==> src/rtl/if_fetch_if.sv <==
`default_nettype none
// ============================================================================
// Module      : if_fetch_if
// Description : Fetch-stage bus bundle: instruction-memory read/resp
//               handshake, control-flow redirect and the valid/ready
//               instruction channel towards decode.
// Revision    : 1.0 - initial release
// ============================================================================
interface if_fetch_if;
  logic [15:0] imem_address;
  logic        imem_read;
  logic        imem_resp;
  logic [15:0] imem_rdata;
  logic        redirect;
  logic [15:0] redirect_target;
  logic        id_ready;
  logic        if_valid;
  logic [15:0] if_instruction;
  logic [15:0] if_npc;

  // Fetch stage side
  modport master (
    output imem_address, imem_read, if_valid, if_instruction, if_npc,
    input  imem_resp, imem_rdata, redirect, redirect_target, id_ready
  );

  // Memory / decode / branch-unit side
  modport slave (
    input  imem_address, imem_read, if_valid, if_instruction, if_npc,
    output imem_resp, imem_rdata, redirect, redirect_target, id_ready
  );
endinterface
`default_nettype wire

==> src/rtl/if_fetch.sv <==
`default_nettype none
// ============================================================================
// Module      : if_fetch
// Description : LC-3b instruction fetch stage. Holds the PC, reads
//               instruction memory with a read/resp handshake and hands
//               words plus PC+2 to decode through an output register and
//               a one-entry skid register. Redirects flush the buffer and
//               squash any wrong-path response still in flight.
// Revision    : 1.0 - initial release
// ============================================================================
module if_fetch #(
  parameter logic [15:0] RESET_PC = 16'h0000
) (
  input  wire logic  clk,
  input  wire logic  reset_n,
  if_fetch_if.master bus
);

  localparam logic [15:0] RESET_PC_ALIGNED = RESET_PC & 16'hFFFE;

  typedef enum logic [1:0] {
    ST_IDLE  = 2'd0,
    ST_REQ   = 2'd1,
    ST_DRAIN = 2'd2
  } state_t;

  state_t      state;
  state_t      state_next;
  logic [15:0] pc;
  logic [15:0] pc_next;
  logic [15:0] drain_addr;

  logic        out_valid;
  logic [15:0] out_instr;
  logic [15:0] out_npc;
  logic        skid_valid;
  logic [15:0] skid_instr;
  logic [15:0] skid_npc;

  logic        transfer;
  logic        space;
  logic        fill;
  logic        fill_to_out;
  logic [15:0] pc_plus2;
  logic [15:0] target;

  assign transfer    = out_valid & bus.id_ready;
  // Room for one more word next edge: skid free and OUT free or draining
  assign space       = ~skid_valid & (~out_valid | transfer);
  // A response is kept only when it answers a live (non-squashed) request
  assign fill        = (state == ST_REQ) & bus.imem_resp & ~bus.redirect;
  assign fill_to_out = ~out_valid | transfer;
  assign pc_plus2    = pc + 16'd2;
  assign target      = bus.redirect_target & 16'hFFFE;

  // State and PC registers
  always_ff @(posedge clk or negedge reset_n) begin
    if (!reset_n) begin
      state <= ST_IDLE;
      pc    <= RESET_PC_ALIGNED;
    end else begin
      state <= state_next;
      pc    <= pc_next;
    end
  end

  // Next state and PC: fetch sequencing, redirects and wrong-path draining
  always_comb begin
    state_next = state;
    pc_next    = pc;
    case (state)
      ST_IDLE: begin
        if (bus.redirect) begin
          pc_next    = target;
          state_next = ST_REQ;
        end else if (space) begin
          state_next = ST_REQ;
        end
      end
      ST_REQ: begin
        if (bus.redirect) begin
          pc_next = target;
          if (bus.imem_resp) begin
            state_next = space ? ST_REQ : ST_IDLE;
          end else begin
            // Request already on the bus: hold it until memory answers
            state_next = ST_DRAIN;
          end
        end else if (bus.imem_resp) begin
          pc_next    = pc_plus2;
          // Skid stays empty only if this word went straight into OUT
          state_next = fill_to_out ? ST_REQ : ST_IDLE;
        end
      end
      ST_DRAIN: begin
        if (bus.redirect) begin
          pc_next = target;
        end
        if (bus.imem_resp) begin
          state_next = ST_REQ;
        end
      end
      default: begin
        state_next = ST_IDLE;
      end
    endcase
  end

  // Remember the address on the bus so a drain can keep presenting it
  always_ff @(posedge clk or negedge reset_n) begin
    if (!reset_n) begin
      drain_addr <= 16'h0000;
    end else if (state == ST_REQ) begin
      drain_addr <= pc;
    end
  end

  // Output register and skid register: fill, refill and redirect flush
  always_ff @(posedge clk or negedge reset_n) begin
    if (!reset_n) begin
      out_valid  <= 1'b0;
      out_instr  <= 16'h0000;
      out_npc    <= 16'h0000;
      skid_valid <= 1'b0;
      skid_instr <= 16'h0000;
      skid_npc   <= 16'h0000;
    end else if (bus.redirect) begin
      out_valid  <= 1'b0;
      skid_valid <= 1'b0;
    end else if (fill) begin
      // Skid is always empty while a request is live
      if (fill_to_out) begin
        out_valid <= 1'b1;
        out_instr <= bus.imem_rdata;
        out_npc   <= pc_plus2;
      end else begin
        skid_valid <= 1'b1;
        skid_instr <= bus.imem_rdata;
        skid_npc   <= pc_plus2;
      end
    end else if (transfer) begin
      if (skid_valid) begin
        out_instr  <= skid_instr;
        out_npc    <= skid_npc;
        skid_valid <= 1'b0;
      end else begin
        out_valid <= 1'b0;
      end
    end
  end

  assign bus.imem_read      = (state != ST_IDLE);
  assign bus.imem_address   = (state == ST_DRAIN) ? drain_addr : pc;
  assign bus.if_valid       = out_valid;
  assign bus.if_instruction = out_instr;
  assign bus.if_npc         = out_npc;

endmodule
`default_nettype wire
==> src/flat_wrapper.sv <==
// flat-port wrapper written by rule: the top's interface ports become plain ports
module if_fetch_flat 
#(
  parameter logic [15:0] RESET_PC = 16'h0000
)
  (clk, reset_n, bus_imem_address, bus_imem_read, bus_if_valid, bus_if_instruction, bus_if_npc, bus_imem_resp, bus_imem_rdata, bus_redirect, bus_redirect_target, bus_id_ready);
  if_fetch_if bus_i ();
  input  wire logic clk;
  input  wire logic reset_n;
  output wire logic [$bits(bus_i.imem_address)-1:0] bus_imem_address;
  output wire logic [$bits(bus_i.imem_read)-1:0] bus_imem_read;
  output wire logic [$bits(bus_i.if_valid)-1:0] bus_if_valid;
  output wire logic [$bits(bus_i.if_instruction)-1:0] bus_if_instruction;
  output wire logic [$bits(bus_i.if_npc)-1:0] bus_if_npc;
  input wire logic [$bits(bus_i.imem_resp)-1:0] bus_imem_resp;
  input wire logic [$bits(bus_i.imem_rdata)-1:0] bus_imem_rdata;
  input wire logic [$bits(bus_i.redirect)-1:0] bus_redirect;
  input wire logic [$bits(bus_i.redirect_target)-1:0] bus_redirect_target;
  input wire logic [$bits(bus_i.id_ready)-1:0] bus_id_ready;
  assign bus_imem_address = bus_i.imem_address;
  assign bus_imem_read = bus_i.imem_read;
  assign bus_if_valid = bus_i.if_valid;
  assign bus_if_instruction = bus_i.if_instruction;
  assign bus_if_npc = bus_i.if_npc;
  assign bus_i.imem_resp = bus_imem_resp;
  assign bus_i.imem_rdata = bus_imem_rdata;
  assign bus_i.redirect = bus_redirect;
  assign bus_i.redirect_target = bus_redirect_target;
  assign bus_i.id_ready = bus_id_ready;
  if_fetch #(.RESET_PC(RESET_PC)) u_core (.clk(clk), .reset_n(reset_n), .bus(bus_i));
endmodule
==> config.mk <==
export PLATFORM = sky130hd
export DESIGN_NAME = if_fetch_flat
export DESIGN_NICKNAME = d
export VERILOG_FILES = /design/src/rtl/if_fetch_if.sv /design/src/rtl/if_fetch.sv /design/src/flat_wrapper.sv
export SDC_FILE = /design/constraint.sdc
export NUM_CORES = 1
export LEC_CHECK = 0
export ABC_CLOCK_PERIOD_IN_PS = 3200
export CAP_MARGIN = 40
export CORE_UTILIZATION = 58
export CTS_BUF_LIST = sky130_fd_sc_hd__clkbuf_2
export CTS_CLUSTER_SIZE = 20
export DETAILED_ROUTE_END_ITERATION = 10
export PLACE_DENSITY = 0.88
export SYNTH_ARGS = -nofsm -noshare
export SYNTH_HDL_FRONTEND = slang
export SYNTH_SLANG_ARGS = --single-unit
==> constraint.sdc <==
create_clock -name clk -period 3.2 [get_ports clk]
set_clock_uncertainty 0.15 [all_clocks]
set_input_delay 0.64 -clock clk [delete_from_list [all_inputs] [get_ports clk]]
set_output_delay 0.64 -clock clk [all_outputs]
set_load 0.005 [all_outputs]
==> results of run 1 <==
[sequential cells by signal, summed over array words and instances, names as in the netlist]
| signal | flops |
|---|---|
| u_core.bus.if_instruction | 16 |
| u_core.skid_instr | 16 |
| u_core.bus.if_npc | 15 |
| u_core.drain_addr | 15 |
| u_core.pc | 15 |
| u_core.skid_npc | 15 |
| u_core.state | 2 |
| u_core.bus.if_valid | 1 |
| u_core.skid_valid | 1 |
[worst min-delay path by stage]
stage / end / slack [ns] / cells after the start
after floorplan: u_core.bus.if_instruction[0] / 0.19 / 0
after global placement: u_core.drain_addr[14] / 0.30 / 2
after detailed placement: u_core.drain_addr[14] / 0.31 / 2
after CTS: u_core.drain_addr[14] / 0.36 / 2
after global routing: u_core.drain_addr[8] / 0.38 / 2
final: u_core.drain_addr[14] / 0.36 / 2
[power breakdown]
| part | total [W] | switching [W] | internal (W) |
|---|---|---|---|
| Clock | 0.000533 | 0.000422 | 0.000111 |
| Sequential | 0.00216 | 0.000421 | 0.00174 |
| Combinational | 0.00193 | 0.000875 | 0.00105 |
| Total | 0.00462 | 0.00172 | 0.00290 |
[cell usage after synthesis, types with 4 or more instances]
cell	number	area (um^2)
a21oi_1	14	70.1
a31oi_1	19	119
buf_2	11	55.1
buf_4	4	30.0
clkbuf_1	16	60.1
dfrtp_1	96	2400
mux2_2	36	405
nand2_1	132	495
nand3_1	15	75.1
nor2_1	42	158
o211ai_1	11	82.6
o21ai_0	37	185
xnor2_1	5	43.8
xor2_1	8	70.1
[per-layer routing]
layer / vias to the layer above / GRT usage / share of wire
li1: 1747 / - / -
met1: 1774 / 0.331 / 0.42
met2: 118 / 0.433 / 0.51
met3: 27 / 0.0262 / 0.038
met4: 0 / 0.122 / 0.032
met5: - / 0 / 0
[critical path: stages (launching register included)]
cell and delay, ns:
dfrtp_2 0.52, nor2b_2 0.19, buf_6 0.21, mux2_2 0.36, clkdlybuf4s50_1 0.45
[timing repair]
item	in CTS	in global routing
pin swaps	0	0
endpoints found under the hold margin	50	0
setup endpoints to repair	5	14
resized for setup	1	2
hold buffers	1	0
[final cells by class]
cell class              instances  area (um^2)  share of cell area
inverters                       2         7.51             0.00137
clock inverters                 7         56.3              0.0102
well taps                      99          124              0.0225
repair buffers                 93          935               0.170
clock buffers                   9         45.0             0.00819
multi-input cells             347         1930               0.351
flip-flops and latches         96         2400               0.437
[logic make-up (layout without fill, tap and decap cells)]
logic type,after synthesis,count (layout),share of synthesized area
simple gates,207,207,0.190
flops,96,96,0.533
compound gates,88,88,0.116
buf+inv,37,111,0.0425
mux,36,36,0.0899
xor+xnor,13,13,0.0252
fa+ha+maj,1,1,0.00277
other cells,1,2,0.000832
[stage by stage]
step | area, um^2 | setup WS (ns)
finish | 5500 | 0.138
global route | 5500 | 0.0197
CTS | 5490 | 0.0203
detailed placement | 5380 | 0.561
global placement | 5380 | 0.567
floorplan | 4510 | 0.917
==> summary.txt, run 1 <==
Routed vias/inst: 5.61
Number of buffers created by CTS: 9
Pleak: 2.38 nW
Synth async-reset ratio: 1.00
Root Buffer: clkbuf_2
DRC viols: 0
Crit path launch type: register
Largest net degree at the start of global routing: 52
Fillers: 511
Hold Vio Cnt, Final: 0
Worst hold margin: 0.356 ns
# diodes: 0
Fmax: 327 MHz
WS Path Type: register to primary output
Die X: 90.2 um
Sequential share of the synthesized area: 0.533
I/O Buffers: 83
R2R setup slack: 0.79 ns
Status: finished clean
Clock latency on the worst-skew pair: 0.58 ns
Maximum VDD drop: 0.405 mV
Number of global-route vias before repair: 3480
DIE HEIGHT: 90.2 um
Final Util: 0.746
Starting Density: 0.612
Worst R2R Path Depth: 6
RR Endpoint: u_core.bus.if_npc[13]
Hold Startpoint: u_core.drain_addr[14]
Crit. Startpoint: u_core.state[0]
WL/cell: 15.2 um
Final Setup Violations: 0
Yosys reg bits: 96
RSZ-0062 raised after global routing: no
Detailed Route Iter0 Violations: 256
Initial antenna violation count: 0
Max-cap violations: 0
Most frequent cells in the layout: nand2_1, dfrtp_1, clkdlybuf4s50_1, nor2_1, o21ai_0
Synth Instances: 479
GRT Total Usage: 0.255
Clock buffer depth: 2
Post-route non-filler standard cell count: 653
PD cells: 840 nW/um^2
Critical Path RT: 2.41 ns
Most used DFF post-synth: dfrtp_1
Post-route ant nets: 0
DR vias: 3666
Global-route wire length before repair: 16.5 mm
P&R area growth vs syn: 21.9%
Post-CTS Setup Inserts: 0
# rows: 31
Final wirelength: 9.91 mm
CTS tree: built
Cell variety after synth: 36
TritonRoute pass-1 iters: 4
Worst-Margin Slew: 0.733 ns
Dpl cells: 636
Syn_area_per_cell: 9.41 um^2
Setup crit end kind: primary output
Max H-tree Level: 3
CTS sink count: 96
Max Fanout on Critical Path: 16
Commonest non-fill, non-tap cell in the layout: nand2_1
Crit path to: bus_imem_address[5]
Share of cells above drive strength 1: 0.125
DP Wirelength: 6.87 mm
Slew headroom: 0.511
IO Count: 87
Total negative slack: 0 ns
CTS clk-pin slew, worst paths: 0.24 ns
Slew Limit Fails: 0
Die area: 8130 um^2
Critical R2R Launch: u_core.state[1]
Routability Congestion: 0.863
Placeable Area: 7370 um^2
Yosys warns: 0
Final min period: 3.06 ns
WP data arrival: 2.27 ns
Period utilization: 0.957
Number of synthesized flops with an enable pin: 0
Worst min path class: register to register
Nets: 587
Power consumption: 0.00462 W
Remaining Overflow, GRT: 0
Post-Syn Area: 4510 um^2
Power figures use the tool's default switching activity.
==> run 2, diff against run 1 <==
Settings changed: CORE_UTILIZATION 58 to 52, PLACE_DENSITY 0.88 to default, PLACE_DENSITY_LB_ADDON from default to 0.1.
==> run 2 against run 1 <==
Sequential share of layout area shrank 0.16 points. Fmax grew 1.0%. Sequential power about the same. Cell count rose by 1.1%. Largest power group unchanged.
==> summary.txt, run 2 (synthesis gave the netlist of run 1 again) <==
Status: finished clean
Worst-path cell chain: nor2b_1 > buf_6 > mux2_2 > clkdlybuf4s50_1
Routability Congestion: 0.878
Slew headroom: 0.519
Starting Density: 0.543
Critical R2R Launch: u_core.state[1]
Post-route ant nets: 0
Worst-Margin Slew: 0.721 ns
Max-cap violations: 0
Clock latency on the worst-skew pair: 0.56 ns
Slew Limit Fails: 0
DIE HEIGHT: 95.1 um
Global-route wire length before repair: 15.8 mm
Placeable Area: 8300 um^2
Number of buffers created by CTS: 9
CTS tree: built
WP data arrival: 2.24 ns
DP Wirelength: 6.65 mm
WL/cell: 14.6 um
WS Path Type: register to primary output
DR vias: 3600
Die area: 9050 um^2
Pleak: 2.40 nW
Post-CTS Setup Inserts: 0
Final wirelength: 9.65 mm
Maximum VDD drop: 0.419 mV
PD cells: 832 nW/um^2
Clock buffer depth: 2
Max Fanout on Critical Path: 18
CTS sink count: 96
Final Setup Violations: 0
I/O Buffers: 83
Initial antenna violation count: 0
Die X: 95.1 um
Remaining Overflow, GRT: 0
Slowest-stage cell, CP: dfrtp_2
RR Endpoint: u_core.bus.if_instruction[4]
Worst R2R Path Depth: 6
P&R area growth vs syn: 22.4%
Final Cell Area: 5520 um^2
Most frequent cells in the layout: nand2_1, dfrtp_1, clkdlybuf4s50_1, nor2_1, o21ai_0
TritonRoute pass-1 iters: 4
# diodes: 0
Largest net degree at the start of global routing: 80
IO Count: 87
Routed vias/inst: 5.45
Commonest non-fill, non-tap cell in the layout: nand2_1
Worst path top cell family by delay: buffers and inverters
Max H-tree Level: 3
Post-route non-filler standard cell count: 660
R2R setup slack: 0.74 ns
Total negative slack: 0 ns
Fmax: 330 MHz
Worst min path class: input port to async pin
Final min period: 3.03 ns
Dpl ws: 0.434 ns
Period utilization: 0.947
Critical Path RT: 2.41 ns
# rows: 33
Hold Vio Cnt, Final: 0
Nets: 588
RSZ-0062 raised after global routing: no
Dpl cells: 643
Share of cells above drive strength 1: 0.126
Root Buffer: clkbuf_2
DRC viols: 0
Detailed Route Iter0 Violations: 181
Setup crit end kind: primary output
Post-DP Area: 5400 um^2
Final worst setup slack: 0.169 ns
Number of global-route vias before repair: 3287
Critical path buffer and inverter count: 2
Crit path launch type: register
GRT Total Usage: 0.228
CTS clk-pin slew, worst paths: 0.26 ns
Critical Path Max Stage Delay: 0.52 ns
run 2: what timing repair did:
action                     CTS  global route
hold buffers                 1             0
setup endpoints to repair    0            14
resized for setup            0             2
hold endpoints to repair    17             0
run 2: layer usage:
layer / wire [um] / track usage / up-vias / share of wire
li1: - / - / 1750 / -
met1: 4370 / 0.325 / 1749 / 0.45
met2: 4650 / 0.354 / 89 / 0.48
met3: 465 / 0.0287 / 12 / 0.048
met4: 155 / 0.0896 / 0 / 0.016
met5: 0 / 0 / - / 0
run 2: final cells by class:
type,instances,area [um^2]
sequential,96,2400
clock buffer,9,45.0
tap,105,131
timing repair buffer,94,942
inverter,2,7.51
multi-input combinational,347,1930
clock inverter,7,63.8
fill,688,2780
run 2: per-stage QoR:
stage / hold WS (ns) / util / power [W]
2_1_floorplan: 0.194 / - / 0.00316
3_3_place_gp: 0.301 / 0.650 / 0.00401
3_5_place_dp: 0.309 / 0.650 / 0.00409
4_1_cts: 0.273 / 0.664 / 0.00463
5_1_grt: 0.279 / 0.665 / 0.00495
6_report: 0.292 / 0.665 / 0.00459
run 2: worst max-delay path by stage:
stage / start / endpoint / slack [ns] / cells past startpoint
2_1_floorplan: u_core.state[0] / bus_imem_address[10] / 0.92 / 5
3_3_place_gp: bus_redirect / u_core.bus.if_instruction[8] / 0.50 / 7
3_5_place_dp: bus_redirect / u_core.bus.if_instruction[4] / 0.43 / 7
4_1_cts: u_core.state[0] / bus_imem_address[1] / 0.08 / 4
5_1_grt: u_core.state[1] / bus_imem_address[7] / 0.004 / 4
6_report: u_core.state[0] / bus_imem_address[1] / 0.17 / 4
run 2: power breakdown:
part	total, W	leakage [nW]	internal [W]	switching [W]
combinational	0.00190	1.13	0.00105	0.000846
clock	0.000549	0.0660	0.000118	0.000431
sequential	0.00215	1.20	0.00174	0.000412
==> run 3, diff against run 2 <==
Settings changed: CTS_BUF_LIST sky130_fd_sc_hd__clkbuf_2 to default.
==> run 3 against run 2 <==
Clock-buffer cell count is the same. Clock power grew 35%. Fmax grew 7.3%. Sequential power is essentially flat. Via count shrank 0.36%. Critical path type unchanged. Critical endpoint is now bus_imem_address[12].
==> summary.txt, run 3 (synthesis gave the netlist of run 1 again) <==
Status: finished clean
Clock buffer depth: 2
Final min period: 2.82 ns
Fmax: 354 MHz
Largest net degree at the start of global routing: 80
Pleak: 2.42 nW
Root Buffer: clkbuf_8
Die X: 95.1 um
DIE HEIGHT: 95.1 um
Setup crit end kind: primary output
RR Endpoint: u_core.bus.if_instruction[4]
Power consumption: 0.00479 W
Initial antenna violation count: 0
Critical Path RT: 2.41 ns
Total negative slack: 0 ns
Most frequent cells in the layout: nand2_1, dfrtp_1, clkdlybuf4s50_1, nor2_1, o21ai_0
Clock latency on the worst-skew pair: 0.36 ns
Post-DP Area: 5400 um^2
Crit. Startpoint: u_core.state[0]
Nets: 588
WL/cell: 14.5 um
Critical Path Max Stage Delay: 0.48 ns
IO Count: 87
Placeable Area: 8300 um^2
CTS sink count: 96
WP data arrival: 2.03 ns
PD cells: 856 nW/um^2
Crit path launch type: register
Final wirelength: 9.58 mm
Global-route wire length before repair: 15.8 mm
Routability Congestion: 0.878
Final Setup Violations: 0
Max Fanout on Critical Path: 18
Worst-path cell chain: nor2b_1 > buf_4 > mux2_2 > clkdlybuf4s50_1
Slew headroom: 0.529
Slew Limit Fails: 0
Number of buffers created by CTS: 9
CTS tree: built
Maximum VDD drop: 0.451 mV
# diodes: 0
Routed vias/inst: 5.43
Share of cells above drive strength 1: 0.124
Worst R2R Path Depth: 6
Final Util: 0.674
WS Path Type: register to primary output
DP Wirelength: 6.65 mm
Number of global-route vias before repair: 3298
Post-CTS Setup Inserts: 0
Hold Vio Cnt, Final: 0
Critical R2R Launch: u_core.state[0]
I/O Buffers: 83
Detailed Route Iter0 Violations: 158
Worst hold margin: 0.330 ns
CTS clk-pin slew, worst paths: 0.09 ns
Die area: 9050 um^2
Post-route ant nets: 0
Max H-tree Level: 3
Remaining Overflow, GRT: 0
Period utilization: 0.882
Commonest non-fill, non-tap cell in the layout: nand2_1
RSZ-0062 raised after global routing: no
# rows: 33
R2R setup slack: 0.75 ns
Slowest-stage cell, CP: dfrtp_1
Worst min path class: register to register
Final Cell Area: 5590 um^2
GRT Total Usage: 0.228
Worst-Margin Slew: 0.707 ns
Crit path to: bus_imem_address[12]
Post_cts resized: 0
TritonRoute pass-1 iters: 4
DRC viols: 0
DR vias: 3587
Max-cap violations: 0
Starting Density: 0.543
P&R area growth vs syn: 24.0%
run 3: cell count changes in the layout (fill, tap and decap cells not counted):
cell	change
buf_6	-1
buf_4	+1
clkbuf_8	+9
clkbuf_2	-9
dfrtp_1	+1
dfrtp_2	-1
run 3: layer usage:
layer | share of wire | track usage | up-vias
met5 | 0 | 0 | -
met4 | 0.017 | 0.0896 | 0
li1 | - | - | 1747
met2 | 0.48 | 0.352 | 91
met1 | 0.46 | 0.327 | 1736
met3 | 0.047 | 0.0287 | 13
run 3: worst min-delay path by stage:
stage	to	slack (ns)	depth (start not counted)	start
2_1_floorplan	u_core.bus.if_instruction[0]	0.19	0	reset_n
3_3_place_gp	u_core.drain_addr[2]	0.30	2	u_core.drain_addr[2]
3_5_place_dp	u_core.drain_addr[8]	0.31	2	u_core.drain_addr[8]
4_1_cts	u_core.drain_addr[8]	0.33	2	u_core.drain_addr[8]
5_1_grt	u_core.drain_addr[12]	0.35	2	u_core.drain_addr[12]
6_report	u_core.drain_addr[8]	0.33	2	u_core.drain_addr[8]
run 3: cell type report:
type / instances / area (um^2)
Multi-Input combinational cell: 347 / 1930
Tap cell: 105 / 131
Timing Repair Buffer: 94 / 938
Clock buffer: 9 / 124
Sequential cell: 96 / 2400
Fill cell: 680 / 2710
Inverter: 2 / 7.51
Clock inverter: 7 / 63.8
run 3: repair_timing:
action | in CTS | in global routing
hold buffers | 1 | 0
endpoints found under the hold margin | 15 | 0
setup endpoints to repair | 0 | 0
run 3: through the flow:
step / cells / worst slack, ns
4_1_cts: 660 / 0.349
3_5_place_dp: 643 / 0.434
3_3_place_gp: 643 / 0.498
6_report: 660 / 0.376
5_1_grt: 660 / 0.238
2_1_floorplan: 480 / 0.917
run 3: critical path: cells and delay by family (launching register included):
family / cells / cell delay, ns
flip-flops: 1 / 0.48
multiplexers: 1 / 0.37
buffers and inverters: 2 / 0.69
AND/OR/NAND/NOR: 1 / 0.14
run 3: power breakdown:
part	total [W]	leakage, nW	internal, W	switching (W)
combinational	0.00189	1.13	0.00105	0.000845
clock	0.000740	0.0934	0.000297	0.000443
sequential	0.00215	1.20	0.00174	0.000408
